**config.mk**
```make
export PLATFORM = sky130hd
export DESIGN_NAME = seg7_scan_driver
export DESIGN_NICKNAME = d
export VERILOG_FILES = /design/src/rtl/seg7_scan_driver.sv
export SDC_FILE = /design/constraint.sdc
export NUM_CORES = 1
export LEC_CHECK = 0
export ABC_AREA = 1
export BUFFER_PORTS_ARGS = -buffer_cell sky130_fd_sc_hd__clkbuf_2
export CORE_UTILIZATION = 59
export CTS_CLUSTER_SIZE = 16
export DETAILED_ROUTE_END_ITERATION = 12
export HOLD_SLACK_MARGIN = 0.03
export PLACE_DENSITY = 0.8
export SYNTH_ARGS = -nofsm -noshare
export SYNTH_HDL_FRONTEND = slang
export SYNTH_SLANG_ARGS = --single-unit
```
**constraint.sdc**
```tcl
create_clock -name clk -period 2.43 [get_ports clk]
set_input_delay 0.1215 -clock clk [delete_from_list [all_inputs] [get_ports clk]]
set_output_delay 0.1215 -clock clk [all_outputs]
set_load 0.02 [all_outputs]
```
**src/rtl/seg7_scan_driver.sv**
```systemverilog
// seg7_scan_driver
// Time-multiplexed driver for a common-anode bank of seven-segment digits
// sharing one segment bus. One digit is lit per refresh slot. Input data is
// captured into shadow registers only at the frame wrap, so a frame never
// tears. Adds leading-zero blanking, per-digit blinking and optional hex
// glyphs. SEG/DP/AN are registered and lag DIGIT_IDX by one cycle.
//
// Inputs are level signals; there is no valid/ready handshake. Input data is
// sampled only on the frame-wrap tick, and the value present on that cycle
// is the one captured.
module seg7_scan_driver #(
  parameter int NUM_DIGITS    = 4,
  parameter int REFRESH_DIV   = 100000,
  parameter int BLINK_DIV     = 25000000,
  parameter int HEX_EN        = 0,
  parameter int AN_ACTIVE_LOW = 1
) (
  input  logic                          clk,
  input  logic                          rst,
  input  logic                          ENABLE,
  input  logic [4*NUM_DIGITS-1:0]       BCD,
  input  logic [NUM_DIGITS-1:0]         DP_IN,
  input  logic                          BLANK_LZ,
  input  logic [NUM_DIGITS-1:0]         BLINK_MASK,
  output logic [6:0]                    SEG,
  output logic                          DP,
  output logic [NUM_DIGITS-1:0]         AN,
  output logic [$clog2(NUM_DIGITS)-1:0] DIGIT_IDX
);

  localparam int IDX_W = $clog2(NUM_DIGITS);
  localparam int RC_W  = $clog2(REFRESH_DIV);
  localparam int BL_W  = $clog2(BLINK_DIV);

  localparam logic [RC_W-1:0]       RC_LAST  = RC_W'(REFRESH_DIV - 1);
  localparam logic [BL_W-1:0]       BL_LAST  = BL_W'(BLINK_DIV - 1);
  localparam logic [IDX_W-1:0]      IDX_LAST = IDX_W'(NUM_DIGITS - 1);
  localparam logic [NUM_DIGITS-1:0] AN_OFF   =
    (AN_ACTIVE_LOW != 0) ? {NUM_DIGITS{1'b1}} : {NUM_DIGITS{1'b0}};
  localparam logic [6:0]            SEG_OFF  = 7'b1111111;

  // Scan state
  logic [RC_W-1:0]         r_rc;
  logic [IDX_W-1:0]        r_idx;
  // Blink state
  logic [BL_W-1:0]         r_bl_cnt;
  logic                    r_bl_phase;
  // Frame-coherent copies of the inputs
  logic [4*NUM_DIGITS-1:0] r_sh_bcd;
  logic [NUM_DIGITS-1:0]   r_sh_dp;
  logic [NUM_DIGITS-1:0]   r_sh_mask;
  // Registered pin drivers
  logic [6:0]              r_seg;
  logic                    r_dp;
  logic [NUM_DIGITS-1:0]   r_an;

  logic                    w_tick;
  logic                    w_frame_wrap;
  logic [3:0]              w_code;
  logic                    w_dp_req;
  logic                    w_mask_bit;
  logic                    w_upper_nz;
  logic                    w_lz_blank;
  logic                    w_blink_blank;
  logic [NUM_DIGITS-1:0]   w_onehot;
  logic [6:0]              w_glyph;

  // Active-low glyph lookup; codes above 9 are blank unless hex is enabled.
  function automatic logic [6:0] decode(input logic [3:0] code);
    logic [6:0] g;
    case (code)
      4'h0:    g = 7'b0000001;
      4'h1:    g = 7'b1001111;
      4'h2:    g = 7'b0010010;
      4'h3:    g = 7'b0000110;
      4'h4:    g = 7'b1001100;
      4'h5:    g = 7'b0100100;
      4'h6:    g = 7'b0100000;
      4'h7:    g = 7'b0001111;
      4'h8:    g = 7'b0000000;
      4'h9:    g = 7'b0000100;
      4'hA:    g = (HEX_EN != 0) ? 7'b0001000 : SEG_OFF;
      4'hB:    g = (HEX_EN != 0) ? 7'b1100000 : SEG_OFF;
      4'hC:    g = (HEX_EN != 0) ? 7'b0110001 : SEG_OFF;
      4'hD:    g = (HEX_EN != 0) ? 7'b1000010 : SEG_OFF;
      4'hE:    g = (HEX_EN != 0) ? 7'b0110000 : SEG_OFF;
      default: g = (HEX_EN != 0) ? 7'b0111000 : SEG_OFF;
    endcase
    return g;
  endfunction

  assign w_tick       = ENABLE & (r_rc == RC_LAST);
  assign w_frame_wrap = w_tick & (r_idx == IDX_LAST);

  // Select the current digit's shadow data and check whether any digit at or
  // above the current position is nonzero (leading-zero detection).
  always_comb begin
    w_code     = 4'h0;
    w_dp_req   = 1'b0;
    w_mask_bit = 1'b0;
    w_upper_nz = 1'b0;
    w_onehot   = '0;
    for (int i = 0; i < NUM_DIGITS; i++) begin
      if (r_idx == IDX_W'(i)) begin
        w_code      = r_sh_bcd[4*i +: 4];
        w_dp_req    = r_sh_dp[i];
        w_mask_bit  = r_sh_mask[i];
        w_onehot[i] = 1'b1;
      end
      if ((IDX_W'(i) >= r_idx) && (r_sh_bcd[4*i +: 4] != 4'h0)) begin
        w_upper_nz = 1'b1;
      end
    end
  end

  assign w_lz_blank    = BLANK_LZ & (r_idx != '0) & ~w_upper_nz;
  assign w_blink_blank = r_bl_phase & w_mask_bit;
  assign w_glyph       = decode(w_code);

  // Refresh counter and digit index advance only while enabled.
  always_ff @(posedge clk) begin
    if (rst) begin
      r_rc  <= '0;
      r_idx <= '0;
    end else if (ENABLE) begin
      if (r_rc == RC_LAST) begin
        r_rc  <= '0;
        r_idx <= (r_idx == IDX_LAST) ? '0 : r_idx + 1'b1;
      end else begin
        r_rc <= r_rc + 1'b1;
      end
    end
  end

  // Blink timebase runs regardless of ENABLE; phase flips at terminal count.
  always_ff @(posedge clk) begin
    if (rst) begin
      r_bl_cnt   <= '0;
      r_bl_phase <= 1'b0;
    end else if (r_bl_cnt == BL_LAST) begin
      r_bl_cnt   <= '0;
      r_bl_phase <= ~r_bl_phase;
    end else begin
      r_bl_cnt <= r_bl_cnt + 1'b1;
    end
  end

  // Capture the inputs once per frame, on the wrap tick.
  always_ff @(posedge clk) begin
    if (rst) begin
      r_sh_bcd  <= '0;
      r_sh_dp   <= '0;
      r_sh_mask <= '0;
    end else if (w_frame_wrap) begin
      r_sh_bcd  <= BCD;
      r_sh_dp   <= DP_IN;
      r_sh_mask <= BLINK_MASK;
    end
  end

  // Register the pin drivers from the current index and shadow state.
  always_ff @(posedge clk) begin
    if (rst || !ENABLE) begin
      r_seg <= SEG_OFF;
      r_dp  <= 1'b1;
      r_an  <= AN_OFF;
    end else begin
      r_an <= (AN_ACTIVE_LOW != 0) ? ~w_onehot : w_onehot;
      if (w_blink_blank) begin
        r_seg <= SEG_OFF;
        r_dp  <= 1'b1;
      end else begin
        r_seg <= w_lz_blank ? SEG_OFF : w_glyph;
        r_dp  <= ~w_dp_req;
      end
    end
  end

  assign SEG       = r_seg;
  assign DP        = r_dp;
  assign AN        = r_an;
  assign DIGIT_IDX = r_idx;

endmodule

```
==> summary.txt, run 1 <==
CP Class - flop to flop
Initial antenna violation count - 0
Slew Viols, Final - 0
I/O pin count - 42
Synth unique cells - 35
Post-synthesis sequential area ratio - 37.3%
Area Growth Syn to Fin - 10.3%
Combinational share of power - 4.2%
HP Class - input pin to flop
Vias post-DR - 4093
Vias per cell - 5.19
Pwr/cell area - 525 nW/um2
Die H - 87.8 um
Fill cells - 612
Reg power frac - 53.6%
CTS Buf Count - 9
Final worst slack - 0.331 ns
Slowest cell delay on critical path - 0.44 ns
Crit path max-delay family - simple AND/OR/NAND/NOR gates
Max Root-Sink Buffers - 2
Root Buffer - clkbuf_8
Max IR drop VDD - 327 uV
First-pass DRT Iterations - 5
Nets - 728
Max-cap violations - 0
DRC - 0
Die span in x - 87.8 um
Cells after Synth - 651
Ys async rst share - 0%
Clk pwr share - 42.2%
Yosys warns - 0
Final setup vio count - 0
Clock Latency Late Sink - 0.35 ns
Largest net degree at the start of global routing - 39
Leakage - 0.00201 uW
P_int - 1960 uW
CP max stage cell - dfxtp_1
Crit path buffers/inverters - 2
Total track usage - 26.7%
Psw - 557 uW
Post-synth EDFFs - 0
Crit-path most repeated cell - nand2_1
Post-route ant nets - 0
Antenna Cells - 0
Status - finished, final reports clean
Commonest non-fill, non-tap cell in the layout - nand2_1
Number of setup buffers added after CTS - 0
Crit end category - flop
Dominant synthesized flop cell - dfxtp_1
Tightest Pin Transition - 0.566 ns
Syn_nets - 692
TNS Setup - 0 ns
Yosys reg bits - 81
CP max FO - 8
RSZ-0062 raised after global routing - no
DR WL/cell - 11.9 um
Cell Area, Synth - 4350 um2
Crit path launch type - flop
Core Region - 6940 um2
Setup Skew - 0.0108 ns
Relative slew slack - 62.3%
Worst EP arrival - 2.34 ns
First-pass GRT wire length - 16200 um
Final hold violations - 0
Iter 0 DRT Violations - 236
IO buf count - 41
Post-CTS Resized - 0
Clock-pin slew on the worst setup and hold paths - 0.08 ns
CTS tree - done
Die area - 7720 um2
Layout cell share with drive strength beyond 1 - 12.0%
Vias in the first global route - 3634
Max Freq - 476 MHz
Critical Path RT - 2.67 ns
Tcrit/Tclk final - 86.4%
Clock Sink Count - 81
Cell Chain, Critical Path - inv_1, ha_1, nand2_1, nand2_1, o211ai_1, nand2_1, nand2_1, inv_1, ha_1, nand3b_1, nand3_1, nand3_1
Htree depth - 3
Mean Syn Cell Area - 6.68 um2
Min Tclk post-route - 2.10 ns
Initial core utilization - 62.6%
RD Place Congestion - 0.953
Grt ovf - 0
Sw frac - 22.2%
Count of hold-fix buffers inserted at cts - 0
Rows - 30
Post-Route WL - 9410 um
Commonest non-fill, non-tap cells in the layout - nand2_1 (152), nor2_1 (125), dfxtp_1 (81)
Pre-CTS setup slack - 0.220 ns
HPWL after detailed placement - 6960 um
[final timing paths]
check,depth (start not counted),from,slack [ns],to
max,12,DIGIT_IDX[0],0.33,SEG[3]
min,5,BCD[11],0.09,r_sh_bcd[11]
max reg2reg,12,DIGIT_IDX[0],0.33,SEG[3]
min reg2reg,2,r_bl_cnt[24],0.49,r_bl_cnt[24]
[state kept, by name, summed over array words and instances, names as in the netlist]
name,flops
r_rc,17
r_bl_cnt,25
SEG,7
r_sh_dp,4
r_bl_phase,1
r_sh_mask,4
AN,4
DP,1
r_sh_bcd,16
DIGIT_IDX,2
[synthesized netlist by cell type (5+ instances only)]
| cell type | n | area share [%] |
|---|---|---|
| nor2_1 | 125 | 11 |
| nand4_1 | 33 | 4.7 |
| xnor2_1 | 7 | 1.4 |
| o21ai_0 | 10 | 1.2 |
| xor2_1 | 8 | 1.6 |
| nand3_1 | 36 | 4.1 |
| nor3_1 | 8 | 0.92 |
| nand3b_1 | 6 | 1.0 |
| buf_2 | 6 | 0.69 |
| dfxtp_1 | 81 | 37 |
| nand2_1 | 153 | 13 |
| a21oi_1 | 46 | 5.3 |
| inv_1 | 78 | 6.7 |
| ha_1 | 13 | 3.7 |
| clkbuf_1 | 5 | 0.43 |
[final cells by class]
class | instances | area [um2] | area share, %
clock buffer | 11 | 131 | 2.74
clock inverter | 5 | 80.1 | 1.67
inverter | 81 | 304 | 6.34
multi-input combinational | 467 | 2290 | 47.7
sequential | 81 | 1620 | 33.8
tap | 96 | 120 | 2.51
timing repair buffer | 47 | 250 | 5.22
[layer usage]
metal	wire (um)	global-route usage, %	up-vias
li1	-	-	2138
met1	4450	36.3	1835
met5	0	0	-
met3	505	3.77	13
met4	151	9.99	0
met2	4300	43.2	107
[kinds of logic (layout without fill, tap and decap cells)]
| kind of cell | count (synthesis) | after routing | synth area share [%] |
|---|---|---|---|
| AOI/OAI and AO/OA | 62 | 62 | 7.60 |
| xor gates and xnor gates | 15 | 15 | 3.02 |
| buffers and inverters | 103 | 144 | 10.2 |
| adders and majority gates | 13 | 13 | 3.74 |
| and+or+nand+nor | 377 | 377 | 38.1 |
| DFF | 81 | 81 | 37.3 |
[through the flow]
step                      util (%)  cells  hold slack [ns]  total power, uW  instance area, um2
after floorplan                  -    651            0.344             1450                4350
after global routing          69.0    788           0.0822             2610                4790
after detailed placement      66.0    772            0.441             1490                4580
after global placement        66.0    772            0.424             1480                4580
after CTS                     69.0    788           0.0731             2530                4790
final                         69.0    788           0.0860             2520                4790
[worst register-to-register path: cells and delay by family, from the launching register on]
family	cells	cell delay, ns
AOI/OAI and AO/OA	1	0.07
and+or+nand+nor	7	0.75
DFF	1	0.44
adders and majority gates	2	0.51
buffers and inverters	2	0.21
[power by group through the flow]
stage,Clock [uW],Sequential [uW],Combinational [uW]
detailed placement,0,1380,105
global route,1140,1350,120
CTS,1080,1350,106
finish,1060,1350,105
global placement,0,1380,103
floorplan,0,1390,63.3
Note: power is estimated with default switching activity, not from simulation.
==> run 2: changes to the inputs <==
--- a/config.mk
+++ b/config.mk
@@ -12,6 +12,7 @@
 export DETAILED_ROUTE_END_ITERATION = 12
 export HOLD_SLACK_MARGIN = 0.03
 export PLACE_DENSITY = 0.8
+export RECOVER_POWER = 25
 export SYNTH_ARGS = -nofsm -noshare
 export SYNTH_HDL_FRONTEND = slang
 export SYNTH_SLANG_ARGS = --single-unit
==> run 2 against run 1 <==
Cell count did not move; critical path type unchanged; count of clock-buffer cells in the layout stayed put; wire length up 0.11%; sequential share of layout area increased by 0.15 points; clock power barely moved; combinational power about the same; global-route usage is the same.
==> summary.txt, run 2 (same netlist as run 1, synthesis figures left out) <==
R2R cell count - 7 (-5)
Initial antenna violation count - 0 (unchanged)
Non-filler cells, final - 788 (unchanged)
Nets - 728 (unchanged)
Max IR drop VDD - 327 uV (about the same)
Pwr/cell area - 527 nW/um2 (+0.37%)
First-pass GRT wire length - 16200 um (unchanged)
Leakage - 0.00197 uW (-2.1%)
Final core utilization - 68.7% (-0.31 points)
Commonest non-fill, non-tap cell in the layout - nand2_1
Clock Sink Count - 81 (unchanged)
Crit end category - flop
Biggest register - r_bl_cnt
Die area - 7720 um2 (unchanged)
DRC - 0 (unchanged)
Post-Route WL - 9420 um (+0.11%)
CTS Buf Count - 9 (unchanged)
Biggest registers after layout - r_bl_cnt x25, r_rc x17, r_sh_bcd x16
CP max FO - 25 (+17)
Vias per cell - 5.21 (+0.24%)
Core Region - 6940 um2 (unchanged)
Total design power - 2510 uW (about the same)
Area Growth Syn to Fin - 9.78%
Vias in the first global route - 3634 (unchanged)
Cell Chain, Critical Path - ha_1, inv_1, nor3_4, clkbuf_1, nand4_1, nand2_1, nor2_1
Slew Viols, Final - 0 (unchanged)
TNS Setup - 0 ns (unchanged)
IO buf count - 41 (unchanged)
Max-cap violations - 0 (unchanged)
CP max stage cell - clkbuf_1
CP Class - flop to flop
Die span in x - 87.8 um (unchanged)
Hold path depth - 5 (unchanged)
RSZ-0062 raised after global routing - no
Relative slew slack - 32.6% (-30 points)
Critical Path RT - 2.68 ns (about the same)
Status - finished, final reports clean
Max Freq - 470 MHz (-1.4%)
Grt ovf - 0 (unchanged)
Crit path buffers/inverters - 2 (unchanged)
Initial core utilization - 62.6% (unchanged)
Tightest Pin Transition - 1.01 ns (+0.446 ns)
Clock Latency Late Sink - 0.35 ns (about the same)
Antenna Cells - 0 (unchanged)
Post-route ant nets - 0 (unchanged)
Max reg flops - 25 (unchanged)
Clock-pin slew on the worst setup and hold paths - 0.08 ns (about the same)
Final setup vio count - 0 (unchanged)
Die H - 87.8 um (unchanged)
I/O pin count - 42 (unchanged)
Largest net degree at the start of global routing - 39 (unchanged)
WHS - 0.0863 ns (+0.000260 ns)
RD Place Congestion - 0.953 (unchanged)
Number of setup buffers added after CTS - 0 (unchanged)
Max Root-Sink Buffers - 2 (unchanged)
Tcrit/Tclk final - 87.6% (+1.3 points)
CTS tree - done
DR WL/cell - 11.9 um (+0.11%)
Slowest cell delay on critical path - 0.77 ns (+0.33 ns)
Layout cell share with drive strength beyond 1 - 9.83% (-2.2 points)
Crit path max-delay family - buffers and inverters
Fill cells - 619 (+1.1%)
Worst EP arrival - 2.38 ns (+0.04 ns)
Critical path depth - 7 (-5)
First-pass DRT Iterations - 4 (-1)
Rows - 30 (unchanged)
Root Buffer - clkbuf_8
Htree depth - 3 (unchanged)
DP Cell Count - 772 (unchanged)
HP Class - input pin to flop
Iter 0 DRT Violations - 230 (-2.5%)
Crit path launch type - flop
HPWL after detailed placement - 6960 um (unchanged)
Setup Skew - 0.0108 ns (-0.00000740 ns)
Final hold violations - 0 (unchanged)
Total track usage - 26.7% (unchanged)
Vias post-DR - 4103 (+0.24%)
Min Tclk post-route - 2.13 ns (+0.0304 ns)
Commonest non-fill, non-tap cells in the layout - nand2_1 (152), nor2_1 (125), dfxtp_1 (81)
[run 2: changes by cell type in the layout (fill, tap and decap cells not counted)]
cell | before | now
buf_4 | 6 | 5
clkbuf_1 | 2 | 17
clkbuf_2 | 41 | 27
[run 2: worst min-delay path, cell delays in order]
cell,delay (ns)
clkbuf_2,0.08
inv_1,0.03
nand4_1,0.07
nand2_1,0.05
nor2_1,0.07
[run 2: worst paths after layout]
path / start / to / slack, ns
worst max-delay path: r_rc[0] / r_sh_dp[3] / 0.30
worst min-delay path: BCD[11] / r_sh_bcd[11] / 0.09
worst max register to register: r_rc[0] / r_sh_dp[3] / 0.30
worst min register to register: r_bl_cnt[24] / r_bl_cnt[24] / 0.49
[run 2: power by group]
part | internal [uW] | total, uW | switching (uW)
Sequential | 1340 | 1350 | 9.71
Clock | 578 | 1060 | 483
Combinational | 39.7 | 104 | 64.2
Total | 1960 | 2510 | 557
[run 2: area by class of cell]
| type | count | area (um2) | share of cell area [%] |
|---|---|---|---|
| inverters | 81 | 304 | 6.37 |
| well taps | 96 | 120 | 2.52 |
| clock buffers | 11 | 131 | 2.75 |
| clock inverters | 5 | 80.1 | 1.68 |
| flip-flops and latches | 81 | 1620 | 34.0 |
| multi-input cells | 467 | 2290 | 47.9 |
| repair buffers | 47 | 229 | 4.80 |
[run 2: per-layer routing]
layer	wire [um]	part of all wire [%]	up-vias	GRT usage (%)
li1	-	-	2138	-
met4	145	1.5	0	9.99
met5	0	0	-	0
met2	4320	46	106	43.2
met1	4500	48	1846	36.3
met3	452	4.8	13	3.77
[run 2: through the flow]
stage / instance area [um2] / setup WS [ns]
2_1_floorplan: 4350 / 0.352
3_3_place_gp: 4580 / 0.339
3_5_place_dp: 4580 / 0.220
4_1_cts: 4790 / 0.205
5_1_grt: 4770 / 0.0363
6_report: 4770 / 0.301
[run 2: what timing repair did]
action / CTS / global route
setup endpoints to repair: 0 / 3
gates resized for setup: 0 / 2
hold buffers: 0 / 0
